`src/rtl/uart_pkg.sv`:
```
// Shared UART definitions: TX state encodings, parity selectors and default widths.
package uart_pkg;

  typedef enum logic [2:0] {
    TX_IDLE,
    TX_START,
    TX_DATA,
    TX_PARITY,
    TX_STOP
  } tx_state_t;

  localparam logic PAR_EVEN = 1'b0;
  localparam logic PAR_ODD  = 1'b1;

  localparam int unsigned DEF_DATA_WIDTH  = 8;
  localparam int unsigned DEF_PRESC_WIDTH = 6;

  function automatic int unsigned idx_width(input int unsigned n);
    return (n > 1) ? $clog2(n) : 1;
  endfunction

endpackage

```
`src/rtl/uart_tx_bit_timer.sv`:
```
// Per-bit timing for the UART transmitter: edge counter over P clocks plus data bit index.
module uart_tx_bit_timer
  import uart_pkg::*;
#(
  parameter int unsigned DATA_WIDTH  = DEF_DATA_WIDTH,
  parameter int unsigned PRESC_WIDTH = DEF_PRESC_WIDTH,
  parameter int unsigned IDX_WIDTH   = idx_width(DATA_WIDTH)
) (
  input  logic                   clk,
  input  logic                   rst,
  input  logic                   enable,
  input  logic [PRESC_WIDTH-1:0] p,
  input  logic                   count_bits,
  output logic                   bit_done,
  output logic [IDX_WIDTH-1:0]   bit_idx
);

  localparam logic [IDX_WIDTH-1:0] LAST_IDX = IDX_WIDTH'(DATA_WIDTH - 1);

  logic [PRESC_WIDTH-1:0] edge_cnt;

  // p is never 0 here; the top substitutes 1 when it latches prescale.
  assign bit_done = enable && (edge_cnt == p - 1'b1);

  always_ff @(posedge clk) begin
    if (!rst) begin
      edge_cnt <= '0;
      bit_idx  <= '0;
    end else if (enable) begin
      if (bit_done) begin
        edge_cnt <= '0;
        if (count_bits) begin
          bit_idx <= (bit_idx == LAST_IDX) ? '0 : bit_idx + 1'b1;
        end
      end else begin
        edge_cnt <= edge_cnt + 1'b1;
      end
    end
  end

endmodule

```
`src/rtl/uart_tx_frame_gen.sv`:
```
// UART transmitter: latches one request, then sends start, data LSB first, optional parity, stop.
module uart_tx_frame_gen
  import uart_pkg::*;
#(
  parameter int unsigned DATA_WIDTH  = DEF_DATA_WIDTH,
  parameter int unsigned PRESC_WIDTH = DEF_PRESC_WIDTH
) (
  input  logic                   clk,
  input  logic                   rst,
  input  logic [PRESC_WIDTH-1:0] prescale,
  input  logic                   par_en,
  input  logic                   par_typ,
  input  logic [DATA_WIDTH-1:0]  p_data,
  input  logic                   data_valid,
  output logic                   tx_out,
  output logic                   busy
);

  localparam int unsigned IDX_WIDTH = idx_width(DATA_WIDTH);
  localparam logic [IDX_WIDTH-1:0] LAST_IDX = IDX_WIDTH'(DATA_WIDTH - 1);

  tx_state_t              state;
  logic [DATA_WIDTH-1:0]  data_sh;
  logic                   par_en_q;
  logic                   par_bit_q;
  logic [PRESC_WIDTH-1:0] presc_q;
  logic                   bit_done;
  logic [IDX_WIDTH-1:0]   bit_idx;

  uart_tx_bit_timer #(
    .DATA_WIDTH  (DATA_WIDTH),
    .PRESC_WIDTH (PRESC_WIDTH),
    .IDX_WIDTH   (IDX_WIDTH)
  ) u_timer (
    .clk        (clk),
    .rst        (rst),
    .enable     (state != TX_IDLE),
    .p          (presc_q),
    .count_bits (state == TX_DATA),
    .bit_done   (bit_done),
    .bit_idx    (bit_idx)
  );

  // Data is kept as a shift register and parity is resolved at acceptance,
  // so tx_out always comes straight from a flop with no wide mux.
  always_ff @(posedge clk) begin
    if (!rst) begin
      state     <= TX_IDLE;
      tx_out    <= 1'b1;
      busy      <= 1'b0;
      data_sh   <= '0;
      par_en_q  <= 1'b0;
      par_bit_q <= 1'b0;
      presc_q   <= PRESC_WIDTH'(1);
    end else begin
      case (state)
        TX_IDLE: begin
          if (data_valid) begin
            data_sh   <= p_data;
            par_en_q  <= par_en;
            par_bit_q <= (^p_data) ^ (par_typ == PAR_ODD);
            presc_q   <= (prescale == '0) ? PRESC_WIDTH'(1) : prescale;
            state     <= TX_START;
            tx_out    <= 1'b0;
            busy      <= 1'b1;
          end
        end
        TX_START: begin
          if (bit_done) begin
            state  <= TX_DATA;
            tx_out <= data_sh[0];
          end
        end
        TX_DATA: begin
          if (bit_done) begin
            if (bit_idx == LAST_IDX) begin
              if (par_en_q) begin
                state  <= TX_PARITY;
                tx_out <= par_bit_q;
              end else begin
                state  <= TX_STOP;
                tx_out <= 1'b1;
              end
            end else begin
              data_sh <= data_sh >> 1;
              tx_out  <= data_sh[1];
            end
          end
        end
        TX_PARITY: begin
          if (bit_done) begin
            state  <= TX_STOP;
            tx_out <= 1'b1;
          end
        end
        TX_STOP: begin
          if (bit_done) begin
            state <= TX_IDLE;
            busy  <= 1'b0;
          end
        end
        default: begin
          state  <= TX_IDLE;
          tx_out <= 1'b1;
          busy   <= 1'b0;
        end
      endcase
    end
  end

endmodule

```
`config.mk`:
```
export PLATFORM = sky130hd
export DESIGN_NAME = uart_tx_frame_gen
export DESIGN_NICKNAME = d
export VERILOG_FILES = /design/src/rtl/uart_pkg.sv /design/src/rtl/uart_tx_bit_timer.sv /design/src/rtl/uart_tx_frame_gen.sv
export SDC_FILE = /design/constraint.sdc
export NUM_CORES = 1
export LEC_CHECK = 0
export BUFFER_PORTS_ARGS = -buffer_cell sky130_fd_sc_hd__clkbuf_2
export CAP_MARGIN = 10
export CORE_ASPECT_RATIO = 0.6
export CORE_UTILIZATION = 38
export DETAILED_ROUTE_END_ITERATION = 10
export SLEW_MARGIN = 20
export SYNTH_ARGS = -nofsm -noshare
export SYNTH_HDL_FRONTEND = slang
export SYNTH_SLANG_ARGS = --single-unit
```
`constraint.sdc`:
```
create_clock -name clk -period 3.5 [get_ports clk]
set_clock_uncertainty 0.1 [all_clocks]
set_input_delay 0.175 -clock clk [delete_from_list [all_inputs] [get_ports clk]]
set_output_delay 0.175 -clock clk [all_outputs]
set_load 0.005 [all_outputs]
```
==> flow_metrics.env <==
export IMPL_status="finished, final reports clean"
export IMPL_hold_depth=3
export IMPL_setup_viol=0
export IMPL_syn_nets=218
export IMPL_r2r_end="state[1]"
export IMPL_worst_ep_arrival_time_ns=2.75
export IMPL_hold_violations=0
export IMPL_port_buffers=20
export IMPL_wl_met2_mm=1.25
export IMPL_fin_cells=274
export IMPL_drc_errors=0
export IMPL_cp_max_fo=10
export IMPL_dieArea_um2=4740
export IMPL_dpl_cell_area_um2=1840
export IMPL_multiInputGateArea_um2=1050
export IMPL_final_area_um2=1930
export IMPL_cts_buffer_depth=2
export IMPL_fin_util=0.461
export IMPL_dp_cells=266
export IMPL_first_iter_violations=61
export IMPL_antenna_found_initial=0
export IMPL_critPathKind="flip-flop to flip-flop"
export IMPL_min_period_ns=2.65
export IMPL_final_common_cell="nand2_1"
export IMPL_layout_common_cells="35 x nand2_1, 30 x dfxtp_1, 20 x clkbuf_2, 12 x xnor2_1, 12 x nor2_1"
export IMPL_ys_ff_latch=30
export IMPL_cts_tree="done"
export IMPL_min_to="presc_q[5]"
export IMPL_period_share=0.756
export IMPL_ys_seq_area_frac=0.355
export IMPL_critical_path_required_ns=3.61
export IMPL_min_from="prescale[5]"
export IMPL_route_met3_wl_um=142
export IMPL_ios=21
export IMPL_cts_clk_slew_worst_paths_ns=0.07
export IMPL_grt_max_degree=30
export IMPL_wire_per_inst_um=12.8
export IMPL_worst_pin_slew_ns=0.557
export IMPL_area_growth_pct=14.1
export IMPL_coreArea_um2=4190
export IMPL_synth_edf_count=0
export IMPL_worstSetupStartpoint="presc_q[0]"
export IMPL_dp_hpwl_mm=2.58
export IMPL_first_global_vias=1257
export IMPL_grt_ovfl_total=0
export IMPL_avgSynthCellArea_um2=8.69
export IMPL_yosysWarnings=0
export IMPL_critPathCaptureType="flip-flop"
export IMPL_cts_hold_buffers=0
export IMPL_ys_types=44
export IMPL_syn_inst=195
export IMPL_cap_violations=0
export IMPL_min_path_type="primary input to flip-flop"
export IMPL_synth_area_um2=1690
export IMPL_post_cts_buffers=0
export IMPL_fillers=441
export IMPL_max_freq_ghz=0.378
export IMPL_top_layer_used="met4"
export IMPL_tns_ns=0
export IMPL_grt_pass1_wl_mm=6.07
export IMPL_rows=18
export IMPL_worst_r2r_cell_count=6
export IMPL_rr_startpoint="presc_q[0]"
export IMPL_cts_root_buf="clkbuf_8"
export IMPL_die_x_um=88.2
export IMPL_p_per_area_nw_per_um2=457
export IMPL_cts_resized=0
export IMPL_peakVddDrop_uv=236
export IMPL_gp_congestion=0.729
export IMPL_die_h_um=53.7
export IMPL_slew_violations=0
export IMPL_cp_start_kind="flip-flop"
export IMPL_drt_total_wl_mm=3.52
export IMPL_max_slew_margin_rel=0.626
export IMPL_drt_pass1_iterations=4
export IMPL_start_util=0.404
export IMPL_via_count=1345
export IMPL_n_antenna_cell=0
export IMPL_ant_nets=0
export IMPL_htree_levels=2
export IMPL_worst_hold_slack_ns=0.0241
export IMPL_cts_sinks=30
export IMPL_rsz0062_at_grt="no"
export IMPL_wl_met1_mm=2.07
export IMPL_async_reset_ff_frac=0
export IMPL_drive_above_1_share=0.164
export IMPL_p_leak_uw=0.000814
export IMPL_final_seq_area_um2=601
export IMPL_clock_latency_ns=0.29
export IMPL_nets=236
export IMPL_ys_flop_type="dfxtp_1"
export IMPL_cts_buffers=5
export IMPL_track_usage=0.177
export IMPL_routed_via_density=4.91
export IMPL_r2r_setup_slack_ns=0.85
==> report_power, final <==
group          switching [µW]  total, µW  leakage [µW]  internal, µW
Clock                     140        280     0.0000441           139
Sequential               31.9        405      0.000246           373
Combinational             110        199      0.000524          88.7
Total                     283        884      0.000814           601
==> cell usage after synthesis, types with 2 or more instances <==
library cell	number	share of area
nand3_1	4	0.012
dfxtp_1	30	0.35
a21boi_0	6	0.027
o21ai_0	4	0.012
a31oi_1	2	0.0074
a21boi_1	6	0.027
xnor2_1	12	0.062
and2_1	5	0.018
nor2b_1	6	0.022
nor2_1	12	0.027
ha_1	4	0.030
xor2_1	6	0.031
nand2_1	35	0.078
clkbuf_1	9	0.020
o211a_1	8	0.047
o21ai_1	2	0.0059
or4_1	2	0.0089
mux2i_1	9	0.053
o31ai_1	3	0.013
or3_1	3	0.011
inv_1	3	0.0066
nor3_1	2	0.0059
==> routing by layer <==
layer / GRT usage / up-vias
li1: - / 725
met3: 0.0506 / 4
met4: 0.0887 / 0
met5: 0 / -
met1: 0.261 / 594
met2: 0.229 / 22
==> worst max-delay path, stage by stage, from the launching register on <==
cell and delay [ns]:
dfxtp_1 0.34, or4_1 0.55, or3_4 0.37, a211oi_4 0.41
nand2_4 0.15, or4b_1 0.48, a21boi_1 0.17
==> logic make-up (layout without fill, tap and decap cells) <==
| family | Yosys count | after routing | synth area share |
|---|---|---|---|
| buf+inv | 13 | 32 | 0.0295 |
| xor+xnor | 18 | 18 | 0.0931 |
| flops | 30 | 30 | 0.355 |
| mux | 9 | 9 | 0.0532 |
| fa+ha+maj | 4 | 4 | 0.0295 |
| simple gates | 80 | 80 | 0.239 |
| compound gates | 41 | 41 | 0.201 |
==> stage by stage <==
step           setup WS [ns]  total power (µW)
2_1_floorplan           1.09               560
3_3_place_gp           0.946               610
4_1_cts                0.849               895
5_1_grt                0.739               942
6_report               0.854               884
3_5_place_dp           0.895               610
==> worst max-delay path by stage <==
| stage | slack (ns) | to |
|---|---|---|
| after CTS | 0.85 | state[1] |
| after detailed placement | 0.90 | state[1] |
| after global routing | 0.74 | data_sh[0] |
| after global placement | 0.95 | state[1] |
| final | 0.85 | state[1] |
| after floorplan | 1.09 | state[1] |
==> sequential cells by signal, indices dropped and copies added (netlist names) <==
signal            flops
data_sh               8
presc_q               6
u_timer.edge_cnt      6
state                 3
u_timer.bit_idx       3
busy                  1
par_bit_q             1
par_en_q              1
tx_out                1
==> layout make-up <==
class | instances | area share
inverter | 3 | 0.00583
tap | 60 | 0.0388
clock buffer | 5 | 0.0356
sequential | 30 | 0.311
multi-input combinational | 152 | 0.542
clock inverter | 3 | 0.0110
timing repair buffer | 21 | 0.0557
Power figures use the tool's default switching activity.
